## config.mk

```make
export PLATFORM = sky130hd
export DESIGN_NAME = clock_time_ctrl
export DESIGN_NICKNAME = d
export VERILOG_FILES = /design/src/rtl/clock_time_ctrl.sv
export SDC_FILE = /design/constraint.sdc
export NUM_CORES = 1
export LEC_CHECK = 0
export BUFFER_PORTS_ARGS = -buffer_cell sky130_fd_sc_hd__buf_4
export CAP_MARGIN = 10
export CORE_MARGIN = 3
export CORE_UTILIZATION = 54
export CTS_BUF_LIST = sky130_fd_sc_hd__clkbuf_16
export CTS_CLUSTER_DIAMETER = 50
export DETAILED_ROUTE_END_ITERATION = 16
export GPL_TIMING_DRIVEN = 0
export MAX_ROUTING_LAYER = met4
export PLACE_DENSITY_LB_ADDON = 0.1
export SYNTH_ARGS = -nofsm -noshare
export SYNTH_HDL_FRONTEND = slang
export SYNTH_SLANG_ARGS = --single-unit
```

## constraint.sdc

```tcl
create_clock -name clk -period 2.68 [get_ports clk]
set_input_delay 0.268 -clock clk [delete_from_list [all_inputs] [get_ports clk]]
set_output_delay 0.268 -clock clk [all_outputs]
set_load 0.02 [all_outputs]
```

## src/rtl/clock_time_ctrl.sv

```systemverilog
// Sequencer for the clock datapath: 1 Hz tick, carry-chained counter
// enables in RUN, and button-driven hour/minute editing in SET modes.
//
// Ports:
//   clk       system clock, rising edge
//   clr       synchronous active-low reset
//   mode_btn  one-cycle pulse, steps RUN -> SET_HR -> SET_MIN -> RUN
//   inc_btn   one-cycle pulse, increments the field being edited
//   sec_co    seconds counter at 59
//   min_co    minutes counter at 59
//   min_q1/0  current minute digits
//   hr_q1/0   current hour digits
//   sec_clr   clears seconds on entry to SET_HR
//   sec_en    seconds count enable
//   min_en    minutes count enable
//   min_load  minutes load strobe, data on min_d1/min_d0
//   hr_en     hours count enable
//   hr_load   hours load strobe, data on hr_d1/hr_d0
//   mode      00 RUN, 01 SET_HR, 10 SET_MIN
//   blink     blink gate for the field being edited
module clock_time_ctrl #(
    parameter int CLK_DIV = 50000000
) (
    input  logic       clk,
    input  logic       clr,
    input  logic       mode_btn,
    input  logic       inc_btn,
    input  logic       sec_co,
    input  logic       min_co,
    input  logic [3:0] min_q0,
    input  logic [2:0] min_q1,
    input  logic [3:0] hr_q0,
    input  logic [1:0] hr_q1,
    output logic       sec_clr,
    output logic       sec_en,
    output logic       min_en,
    output logic       min_load,
    output logic [3:0] min_d0,
    output logic [2:0] min_d1,
    output logic       hr_en,
    output logic       hr_load,
    output logic [3:0] hr_d0,
    output logic [1:0] hr_d1,
    output logic [1:0] mode,
    output logic       blink
);

    localparam int PW = (CLK_DIV > 1) ? $clog2(CLK_DIV) : 1;
    localparam logic [PW-1:0] PMAX  = PW'(CLK_DIV - 1);
    localparam logic [PW-1:0] PHALF = PW'(CLK_DIV / 2);

    typedef enum logic [1:0] {
        RUN     = 2'b00,
        SET_HR  = 2'b01,
        SET_MIN = 2'b10
    } state_t;

    state_t          state;
    state_t          state_nx;
    logic [PW-1:0]   pre;
    logic [PW-1:0]   pre_nx;
    logic            tick;
    logic            act;
    logic            hr_ok;
    logic            min_ok;

    always_ff @(posedge clk) begin
        if (!clr) begin
            state <= RUN;
            pre   <= '0;
        end else begin
            state <= state_nx;
            pre   <= pre_nx;
        end
    end

    // Prescaler free-runs in every mode (it also paces blink) and
    // restarts on each mode change so RUN always resumes with a full
    // second before the first tick.
    always_comb begin
        state_nx = state;
        pre_nx   = pre + PW'(1);
        if (pre == PMAX) begin
            pre_nx = '0;
        end
        if (mode_btn) begin
            pre_nx = '0;
            unique case (state)
                RUN:     state_nx = SET_HR;
                SET_HR:  state_nx = SET_MIN;
                SET_MIN: state_nx = RUN;
                default: state_nx = RUN;
            endcase
        end
    end

    // Hour is valid and below 23; anything else wraps to 00.
    always_comb begin
        hr_ok = (hr_q0 <= 4'd9) &&
                ((hr_q1 < 2'd2) ||
                 ((hr_q1 == 2'd2) && (hr_q0 < 4'd3)));
        hr_d0 = 4'd0;
        hr_d1 = 2'd0;
        if (hr_ok) begin
            if (hr_q0 == 4'd9) begin
                hr_d0 = 4'd0;
                hr_d1 = hr_q1 + 2'd1;
            end else begin
                hr_d0 = hr_q0 + 4'd1;
                hr_d1 = hr_q1;
            end
        end
    end

    // Minute is valid and below 59; anything else wraps to 00.
    always_comb begin
        min_ok = (min_q0 <= 4'd9) && (min_q1 <= 3'd5) &&
                 !((min_q1 == 3'd5) && (min_q0 == 4'd9));
        min_d0 = 4'd0;
        min_d1 = 3'd0;
        if (min_ok) begin
            if (min_q0 == 4'd9) begin
                min_d0 = 4'd0;
                min_d1 = min_q1 + 3'd1;
            end else begin
                min_d0 = min_q0 + 4'd1;
                min_d1 = min_q1;
            end
        end
    end

    // Pulses are gated by clr, and mode_btn overrides any enable or load
    // in the same cycle.
    always_comb begin
        tick     = (state == RUN) && (pre == PMAX);
        act      = clr && !mode_btn;
        sec_clr  = 1'b0;
        sec_en   = 1'b0;
        min_en   = 1'b0;
        hr_en    = 1'b0;
        min_load = 1'b0;
        hr_load  = 1'b0;
        unique case (state)
            RUN: begin
                sec_clr = clr && mode_btn;
                sec_en  = act && tick;
                min_en  = act && tick && sec_co;
                hr_en   = act && tick && sec_co && min_co;
            end
            SET_HR: begin
                hr_load = act && inc_btn;
            end
            SET_MIN: begin
                min_load = act && inc_btn;
            end
            default: begin
                sec_clr = 1'b0;
            end
        endcase
    end

    assign mode  = state;
    assign blink = (state != RUN) && (pre < PHALF);

endmodule
```

# [After elaboration in Yosys (flattened, before gate mapping)]
# Cells that the tools add are included.
[word_totals] in_bits=19 regBits=28 elab_cells=55
[classes] n_lt_le_gt_ge=6 n_reduce_logical=19 n_eq_ne=7 n_addsub=5 bitwise=1 muxes=15
[ops] operator="adder 26 x 1 -> 26 bit, second input constant" n=1
[ops] operator="equality test 26 bit, second input constant" n=1
[ops] operator="< comparator 26 x 25 -> 1 bit, second input constant" n=1
[ops] operator="two-way mux 4 bit" n=4
[ops] operator="logical AND 1 bit" n=13
[ops] operator="adder 4 x 1 -> 4 bit, second input constant" n=2
[ops] operator="equality test 4 bit, second input constant" n=2
[ops] operator="less-or-equal comparator 4 bit, second input constant" n=2
[ops] operator="two-way mux 1 bit" n=6
[ops] operator="two-way mux 3 bit" n=2
[ops] operator="equality test 2 bit, second input constant" n=2
[ops] operator="< comparator 4 x 2 -> 1 bit, second input constant" n=1
[ops] operator="two-way mux 2 bit" n=2
[ops] operator="one-hot mux 2 bit (2 select lines)" n=1
[ops] operator="adder 3 x 1 -> 3 bit, second input constant" n=1
[ops] operator="equality test 3 bit, second input constant" n=1
[ops] operator="less-or-equal comparator 3 bit, second input constant" n=1
[ops] operator="OR reduction 3 bit" n=1
[ops] operator="adder 2 x 1 -> 2 bit, second input constant" n=1
[ops] operator="equality test 2 x 1 -> 1 bit, second input constant" n=1
[ops] operator="zero test 1 bit" n=2
[ops] operator="zero test 2 bit" n=1
[ops] operator="< comparator 2 bit, second input constant" n=1
[ops] operator="nonzero test 2 bit" n=1
[ops] operator="2 further kinds" n=2

# [Logic depth before layout (Yosys ltp)]
# Gate-level depths: netlist (run 1).
[depth] ltp_word=6 ltp_mapped=6 ltp_nobuf=6

# [Worst setup path after synthesis (run 1)]
# OpenSTA, ideal clock, no wires.
[synth_path] path_type="register to output" start="reg pre[16]" end="out hr_en" stages_incl_launch_ff=6 t_arrival_ns=1.977 required_ns=2.412 n_path_buf=1 setup_slack_ns=0.435 path_cell_list="dfxtp_1 -> clkbuf_1 -> or4b_1 -> or3_1 -> nor4_4 -> and4_1"
[synth_via] elab_chain_len=6
[synth_rtl] element="from (decl)" line="60" rtl="logic [PW-1:0] pre;"
[synth_rtl] element="from (signal assigned)" line="73" rtl="pre <= pre_nx;"
[synth_rtl] element="equality test 26 bit" line="135" rtl="tick = (state == RUN) && (pre == PMAX);"
[synth_rtl] element="logical AND 1 bit" line="135"
[synth_rtl] element="logical AND 1 bit (3 in a row)" line="148" rtl="hr_en = act && tick && sec_co && min_co;"
[synth_rtl] element="two-way mux 1 bit" line="143" rtl="unique case (state)"
[synth_rtl] element="to (decl)" line="40" rtl="output logic hr_en,"
# Every way passes these cells.

# [Final worst setup path (run 1)]
# Same ends and word-level chain as after synthesis.

==> flow_summary.yaml, run 1 <==
run_status:
  status: "finished, final reports clean"
global_routing:
  grt_pass1_vias: 1612
  grt_max_degree: 17
  grt_use_total_pct: 21.65
  antenna_found_initial: 0
  grt_overflow: 0
  grt_pass1_wl_mm: 7.017
timing:
  rsz0062_at_grt: "no"
  clock.fmax_mhz: 396.3
  fin_crit_ns: 2.524
  finalSetupTns_ns: 0
  post-route-period-util_pct: 94.16
  setup_violations: 0
  fin_skew_ns: 0.006616
  worstMarginPinSlew_ns: 0.8343
  finalMaxSlewViolations: 0
  hold_violations: 0
  relSlewSlack_pct: 43.62
detailed_routing:
  met1_length_mm: 1.923
  dr_wl_met3_um: 252
  drt_first_pass_iters: 4
  drt_iter0_drc: 98
  highest_layer: "met4"
  via_count: 1766
  wl_per_cell_um: 13.51
  drcViolationCount: 0
  wl_mm: 4.106
  drtAntennaViolNets: 0
  via_per_inst: 5.809
  route.met2.wl_mm: 1.862
setup_path:
  worstSetupPathType: "flip-flop to primary output"
  required_ns: 2.41
  cp_cell_sequence: "clkbuf_1, or4b_1, or3_1, nor4_4, and4_1, buf_4"
  crit_path_end_kind: "primary output"
  critical_path.max_stage_delay_ns: 0.54
  cp_slowest_cell: "or4b_1"
  crit_family: "simple AND/OR/NAND/NOR gates"
  crit_fanout: 9
  rrSetupSlack_ns: 0.44
  critPathArrivalTime_ns: 2.26
  rr_worst_depth: 7
  critPathLaunchType: "flip-flop"
  critPathBufInv: 2
  crit_cells: 6
die:
  die_x_um: 63.42
  fp.coreArea_um2: 3103
  num_rows: 20
  die_area_um2: 4022
  die_h_um: 63.42
  pin_count: 41
  initial_core_util_pct: 57.38
cts:
  cts.clk_slew.worst_paths_ns: 0.07
  clk_latency_ns: 0.26
  tritoncts: "built"
  clk_path_buf_depth: 2
  cts_hold_buf: 0
  cts-root-buf: "clkbuf_16"
  h-tree-depth: 1
  cts_buffers: 3
  clkSinkCount: 28
worst_hold_path:
  hp-class: "input pin to flip-flop"
  hold-path-cell-count: 2
synth:
  synth_cells: 215
  synth_nets: 238
  ys_ff_latch: 28
  syn_area_um2: 1780
  yosysUniqueCellTypes: 45
  ys_seq_area_share_pct: 31.48
  syn_area_per_cell_um2: 8.281
  yosysWarnings: 0
finish:
  final_common_cell: "buf_4"
  area_growth_syn_to_layout_pct: 26.28
  register_area_um2: 560.5
  drive_gt1_share_pct: 21.54
  nets: 284
  antenna_cells: 0
  fillCellCount: 270
  final_cell_mix: "buf_4 (43), dfxtp_1 (28), nand2_1 (15), nor3_1 (15)"
  multi_input_area_um2: 1149
power_and_ir_drop:
  p_clk_share_pct: 43.6
  internal_power_w: 0.0007842
  powerDensity_nw_per_um2: 447.9
  switching_share_pct: 22.13
  p_leak_nw: 0.8350
  comb_power_share_pct: 14.3
  switching_power_w: 0.0002228
  power_w: 0.001007
  vdd_drop_max_mv: 0.3661
  p_seq_share_pct: 42.1
place:
  port_buffers: 40
  dpl.hpwl_mm: 2.993
  globalplace.congestion: 0.8168
flow_run:
  drv_cap: 0
## worst register-to-register path, stage by stage, from the launching register on
cell and delay, ns:
dfxtp_1 0.30, clkbuf_1 0.19, or4b_1 0.54, or3_1 0.36
nor4_4 0.22, buf_4 0.23, buf_4 0.19, nor3_1 0.07
## sequential cells by signal, indices dropped and copies added (netlist names)
register and flops:
pre 26, mode 2
## per-layer routing
layer / global-route usage (%) / vias to the layer above
met5: - / -
met4: 7.008 / 0
met3: 3.922 / 6
met2: 33.90 / 64
met1: 28.21 / 800
li1: - / 896
## synth_stat cells (all sizes together)
cell     number  area share [%]
and2          2            0.70
nor3b         1            0.42
nor3         15             4.2
nand4bb       1            0.63
o21ai         8             2.2
inv           7             1.5
or3           8             2.8
nor4          2             1.5
and3          7             2.5
nand2b        2            0.70
ha            4             2.8
a21oi         8             2.2
a22oi         1            0.42
o31ai         5             2.1
buf           4             1.7
xor2          8             3.9
xnor2        11             5.4
a22o          1            0.49
nand4b        1            0.49
clkbuf        4            0.84
o21bai        1            0.42
or4b          2             1.1
nor2b         3             1.1
o211ai        1            0.42
and4          2            0.98
a311o         1            0.56
nor2         13             2.7
nor4bb        1            0.56
nand4        10             3.5
and4b         1            0.56
or4          11             5.1
a211oi       14             6.2
dfxtp        28              31
nand3         7             2.2
or2           2            0.70
nand2        15             3.2
a21o          1            0.42
mux2i         2             1.1
## power groups by stage
stage / Clock, W / Sequential [W] / Combinational [W]
3_5_place_dp: 0 / 0.000434 / 0.000145
3_3_place_gp: 0 / 0.000434 / 0.000144
2_1_floorplan: 0 / 0.000436 / 0.0000731
4_1_cts: 0.000448 / 0.000424 / 0.000145
6_report: 0.000439 / 0.000424 / 0.000144
5_1_grt: 0.000458 / 0.000425 / 0.000158
## what timing repair did
action                     in CTS  in global routing
pin swaps                       1                  1
setup buffers                   1                  0
setup endpoints to repair       3                  3
resized for setup               0                  0
## cell families after synthesis
| family | count (synthesis) | synth area share [%] |
|---|---|---|
| AOI/OAI and AO/OA | 41 | 15.53 |
| xor gates and xnor gates | 19 | 9.346 |
| adders and majority gates | 4 | 2.811 |
| buffers and inverters | 15 | 4.005 |
| DFF | 28 | 31.48 |
| muxes | 2 | 1.124 |
| and+or+nand+nor | 106 | 35.70 |
## cell type report
type | instances | share of cell area [%]
flip-flops and latches | 28 | 24.93
clock buffers | 3 | 3.339
repair buffers | 41 | 13.69
inverters | 7 | 1.169
clock inverters | 1 | 1.336
plain buffers | 8 | 2.003
well taps | 44 | 2.449
multi-input cells | 172 | 51.08
## path summary, 6_finish.rpt
kind | startpoint | endpoint
worst max-delay path | pre[16] | hr_en
worst min-delay path | clr | mode[1]
worst max register to register | pre[16] | pre[10]
worst min register to register | pre[24] | pre[24]
## per-stage QoR
step | instance area (um2) | std cells | utilization (%) | setup slack [ns] | hold WS (ns)
floorplan | 1780 | 215 | - | 0.4354 | 0.3962
global placement | 2136 | 299 | 68.83 | 0.1612 | 0.4914
detailed placement | 2136 | 299 | 68.83 | 0.1508 | 0.5018
CTS | 2248 | 304 | 72.46 | 0.009908 | 0.2404
global route | 2248 | 304 | 72.46 | 0.01467 | 0.2516
finish | 2248 | 304 | 72.46 | 0.1564 | 0.2373
No activity file was read; power rests on OpenSTA's default activity.
==> run 2: changes to the inputs <==
- PLACE_DENSITY: default -> 0.8
- PLACE_DENSITY_LB_ADDON: 0.1 -> default
==> run 2 against run 1 <==
Core utilization fell by 0.60 points; combinational power barely moved; sequential power barely moved; critical path type unchanged; largest cell class unchanged; largest power group is now registers.
==> flow_summary.yaml, run 2 (synthesis results as in run 1) <==
run_status:
  status: "finished, final reports clean"
die:
  die_h_um: 63.42
  fp.coreArea_um2: 3103
  die_area_um2: 4022
  die_x_um: 63.42
  num_rows: 20
  initial_core_util_pct: 57.38
  pin_count: 41
finish:
  antenna_cells: 0
  drive_gt1_share_pct: 21.46
  top_register: "pre"
  area_growth_syn_to_layout_pct: 25.23
  finalNonFillerCells: 305
  fin_util_pct: 71.85
  nets: 285
  final_cell_mix: "buf_4 (44), dfxtp_1 (28), nand2_1 (15), nor3_1 (15)"
  final_common_cell: "buf_4"
  largest_register_ffs: 26
timing:
  post-route-period-util_pct: 93.92
  finalSetupTns_ns: 0
  clock.fmax_mhz: 397.3
  setup_violations: 0
  finalMaxSlewViolations: 0
  fin_crit_ns: 2.517
  worstMarginPinSlew_ns: 0.7826
  relSlewSlack_pct: 47.12
  hold_violations: 0
  rsz0062_at_grt: "no"
  fin_skew_ns: 0.005380
global_routing:
  busiest_layer: "met2"
  grt_util_met2_pct: 38.98
  antenna_found_initial: 0
  grt_max_degree: 16
  grt_pass1_vias: 1670
  grt_use_met3_pct: 3.922
  grt_use_total_pct: 22.66
  grt_overflow: 0
  grt_pass1_wl_mm: 7.251
  grt_use_met1_pct: 27.40
detailed_routing:
  drcViolationCount: 0
  via_per_inst: 5.728
  via_count: 1747
  drtAntennaViolNets: 0
  wl_per_cell_um: 13.49
  drt_first_pass_iters: 4
  drt_iter0_drc: 148
  wl_mm: 4.114
setup_path:
  critPathLaunchType: "flip-flop"
  critPathArrivalTime_ns: 2.25
  crit_fanout: 9
  crit_family: "simple AND/OR/NAND/NOR gates"
  cp_cell_sequence: "clkbuf_1, or4b_1, or3_1, nor4_4, and4_1, buf_4"
  cp_slowest_cell: "or4b_1"
  worstSetupPathType: "flip-flop to primary output"
  critPathBufInv: 2
  crit_path_end_kind: "primary output"
  required_ns: 2.41
  critical_path.max_stage_delay_ns: 0.53
cts:
  cts-root-buf: "clkbuf_16"
  tritoncts: "built"
  cts_hold_buf: 0
  clk_latency_ns: 0.26
  h-tree-depth: 1
  cts_buffers: 3
  clkSinkCount: 28
  cts.clk_slew.worst_paths_ns: 0.07
  clk_path_buf_depth: 2
place:
  dpl.hpwl_mm: 3.019
  port_buffers: 40
  placed_cells: 299
  globalplace.congestion: 0.8198
power_and_ir_drop:
  p_leak_nw: 0.8279
  vdd_drop_max_mv: 0.3898
  powerDensity_nw_per_um2: 405.4
worst_hold_path:
  hp-class: "input pin to flip-flop"
flow_run:
  drv_cap: 0
-- run 2: worst reg2reg max path: cells and delay by family, from the launching register on --
kind	cells	cell delay (ns)
adder cells (fa/ha/maj)	1	0.22
AO/OA/AOI/OAI	1	0.22
AND/OR/NAND/NOR	3	1.32
flip-flops	1	0.39
-- run 2: path summary, 6_finish.rpt --
| path | startpoint | end | slack, ns | depth (start not counted) |
|---|---|---|---|---|
| max | pre[16] | hr_en | 0.16 | 6 |
| min reg2reg | pre[0] | pre[0] | 0.51 | 1 |
| min | clr | mode[1] | 0.24 | 2 |
| max reg2reg | pre[0] | pre[22] | 0.44 | 5 |
-- run 2: final cells by class --
type,instances,area (um2)
Buffer,8,45.04
Clock buffer,3,75.07
Clock inverter,1,3.754
Fill cell,289,873.3
Inverter,7,26.28
Multi-Input combinational cell,172,1149
Sequential cell,28,560.5
Tap cell,44,55.05
Timing Repair Buffer,42,315.3
-- run 2: per-layer routing --
layer | part of all wire, % | vias to the layer above
li1 | - | 907
met1 | 46 | 796
met2 | 49 | 39
met3 | 4.0 | 5
met4 | 0.95 | 0
met5 | 0 | -
-- run 2: repair_timing --
| item | 4_1_cts | 5_1_grt |
|---|---|---|
| endpoints found under the setup margin | 3 | 3 |
| setup buffers | 2 | 0 |
| gates cloned | 0 | 0 |
| pin swaps | 1 | 1 |
| gates resized for setup | 0 | 0 |
-- run 2: metrics by stage --
step	hold slack, ns	setup slack [ns]	instance area, um2	power [W]
floorplan	0.3962	0.4354	1780	0.0005087
global placement	0.4863	0.2060	2136	0.0005770
detailed placement	0.4971	0.1850	2136	0.0005786
CTS	0.2437	0.02454	2230	0.0009129
global route	0.3003	0.01844	2230	0.0009438
finish	0.2447	0.1630	2230	0.0009039
-- run 2: where the power goes --
group,internal [W],switching (W)
Combinational,0.0000674,0.0000767
Sequential,0.000420,0.00000441
Clock,0.000200,0.000136
==> run 3: changes to the inputs <==
- CORE_UTILIZATION: 54 -> 48
- PLACE_DENSITY: 0.8 -> 0.75
- clock period: 2.68 -> 2.05 ns (I/O delays scaled with it)
==> run 3 against run 2 <==
The flow now finishes with violations (negative setup slack); critical endpoint unchanged; combinational power is 38% higher; count of clock-buffer cells in the layout stayed put; largest power group unchanged; worst setup slack worse by 0.48 ns.
==> flow_summary.yaml, run 3 (synthesis results as in run 1) <==
run_status:
  status: "finished with violations"
  violations: "negative setup slack"
worst_hold_path:
  hold_path_end: "mode[1]"
  hold-path-cell-count: 2
  hp-start: "clr"
  hp-class: "input pin to flip-flop"
die:
  initial_core_util_pct: 51.73
  die_x_um: 66.91
  pin_count: 41
  fp.coreArea_um2: 3442
  die_area_um2: 4476
  num_rows: 21
  die_h_um: 66.91
power_and_ir_drop:
  p_leak_nw: 0.9514
  powerDensity_nw_per_um2: 448.3
  vdd_drop_max_mv: 0.4331
  power_w: 0.001180
setup_path:
  critPathLaunchType: "flip-flop"
  rrSetupSlack_ns: -0.14
  crit_path_end_kind: "primary output"
  critPathArrivalTime_ns: 2.17
  critical_path.max_stage_delay_ns: 0.56
  cp_cell_sequence: "or4_4, or3_4, nor4_4, and4_4, buf_6"
  rr_worst_depth: 7
  required_ns: 1.85
  timing.rr.start: "pre[10]"
  crit_fanout: 5
  worstSetupPathType: "flip-flop to primary output"
  r2r-end: "pre[16]"
  cp_slowest_cell: "or4_4"
finish:
  top_register: "pre"
  fillCellCount: 249
  antenna_cells: 0
  finalNonFillerCells: 319
  final_cell_mix: "buf_4 (49), nand2_1 (15), nor2_1 (13), dfxtp_1 (13), xnor2_1 (11)"
  largest_register_ffs: 26
  nets: 298
  final_common_cell: "buf_4"
  area_growth_syn_to_layout_pct: 47.79
  drive_gt1_share_pct: 43.22
cts:
  clkSinkCount: 28
  h-tree-depth: 1
  clk_path_buf_depth: 2
  tritoncts: "built"
  clk_latency_ns: 0.26
  cts_hold_buf: 0
  cts_buffers: 3
  cts-root-buf: "clkbuf_16"
  cts.clk_slew.worst_paths_ns: 0.07
detailed_routing:
  drt_first_pass_iters: 4
  route.met2.wl_mm: 2.581
  via_count: 1911
  wl_mm: 5.093
  drcViolationCount: 0
  via_per_inst: 5.991
  dr_wl_met3_um: 228
  drt_iter0_drc: 152
  wl_per_cell_um: 15.97
  met1_length_mm: 2.181
  drtAntennaViolNets: 0
  highest_layer: "met4"
timing:
  fin_skew_ns: 0.007707
  fin_crit_ns: 2.370
  finalMaxSlewViolations: 0
  relSlewSlack_pct: 37.05
  hold_violations: 0
  setup_violations: 25
  rsz0062_at_grt: "yes"
  worstMarginPinSlew_ns: 0.9443
  fin_ws_ns: -0.3202
  post-route-period-util_pct: 115.6
  clock.fmax_mhz: 421.9
flow_run:
  drv_cap: 0
global_routing:
  grt_max_degree: 15
  grt_pass1_vias: 1651
  grt_overflow: 0
  grt_use_total_pct: 21.22
  antenna_found_initial: 0
  grt_pass1_wl_mm: 7.348
place:
  placed_cells: 301
  dpl.hpwl_mm: 3.000
  globalplace.congestion: 0.8172
  port_buffers: 40
-- run 3: cell types whose count changed in the layout (fill, tap and decap cells not counted), moves of 8 or more --
cell | previous run | this run
dfxtp_1 | 28 | 13
dfxtp_4 | 0 | 8
a211oi_2 | 1 | 10
nor3_1 | 15 | 3
a211oi_1 | 13 | 4
-- run 3: worst max-delay path: cells and delay by family, from the launching register on --
kind / cells / cell delay [ns]
and+or+nand+nor: 4 / 1.46
DFF: 1 / 0.34
buffers and inverters: 1 / 0.11
-- run 3: repair_timing --
item / CTS / global route
setup buffers: 9 / 7
resized for setup: 26 / 50
pin swaps: 9 / 14
setup endpoints to repair: 26 / 28
gates cloned: 2 / 0
-- run 3: worst max-delay path by stage --
stage / from / endpoint / cells after the start
5_1_grt: pre[10] / hr_en / 5
4_1_cts: pre[11] / hr_en / 5
2_1_floorplan: pre[16] / hr_en / 5
6_report: pre[10] / hr_en / 5
3_3_place_gp: pre[10] / hr_en / 5
3_5_place_dp: pre[16] / hr_en / 6
-- run 3: metrics by stage --
step / TNS, ns / area [um2] / hold WS [ns] / utilization [%] / worst slack (ns)
5_1_grt: -5.970 / 2631 / 0.1927 / 76.44 / -0.4092
3_5_place_dp: -5.570 / 2161 / 0.4478 / 62.78 / -0.3745
4_1_cts: -4.182 / 2397 / 0.1805 / 69.65 / -0.4120
3_3_place_gp: -5.490 / 2161 / 0.4448 / 62.78 / -0.3720
2_1_floorplan: -0.2006 / 1803 / 0.3332 / - / -0.1114
6_report: -3.498 / 2631 / 0.1799 / 76.44 / -0.3202
-- run 3: where the power goes --
group | total (W) | internal [W] | switching, W
sequential | 0.000546 | 0.000539 | 0.00000694
clock | 0.000435 | 0.000259 | 0.000176
combinational | 0.000199 | 0.0000897 | 0.000109
total | 0.00118 | 0.000887 | 0.000292
-- run 3: layer usage --
layer | vias up | track usage (%)
met4 | 0 | 6.076
met1 | 914 | 28.27
met2 | 53 | 32.67
met5 | - | -
li1 | 932 | -
met3 | 12 | 4.047
-- run 3: area by class of cell --
| type | count | area [um2] | share of cell area [%] |
|---|---|---|---|
| plain buffers | 6 | 37.54 | 1.427 |
| clock buffers | 3 | 75.07 | 2.853 |
| inverters | 7 | 26.28 | 0.9986 |
| multi-input cells | 172 | 1350 | 51.31 |
| flip-flops and latches | 28 | 599.3 | 22.78 |
| well taps | 46 | 57.56 | 2.187 |
| repair buffers | 57 | 485.5 | 18.45 |
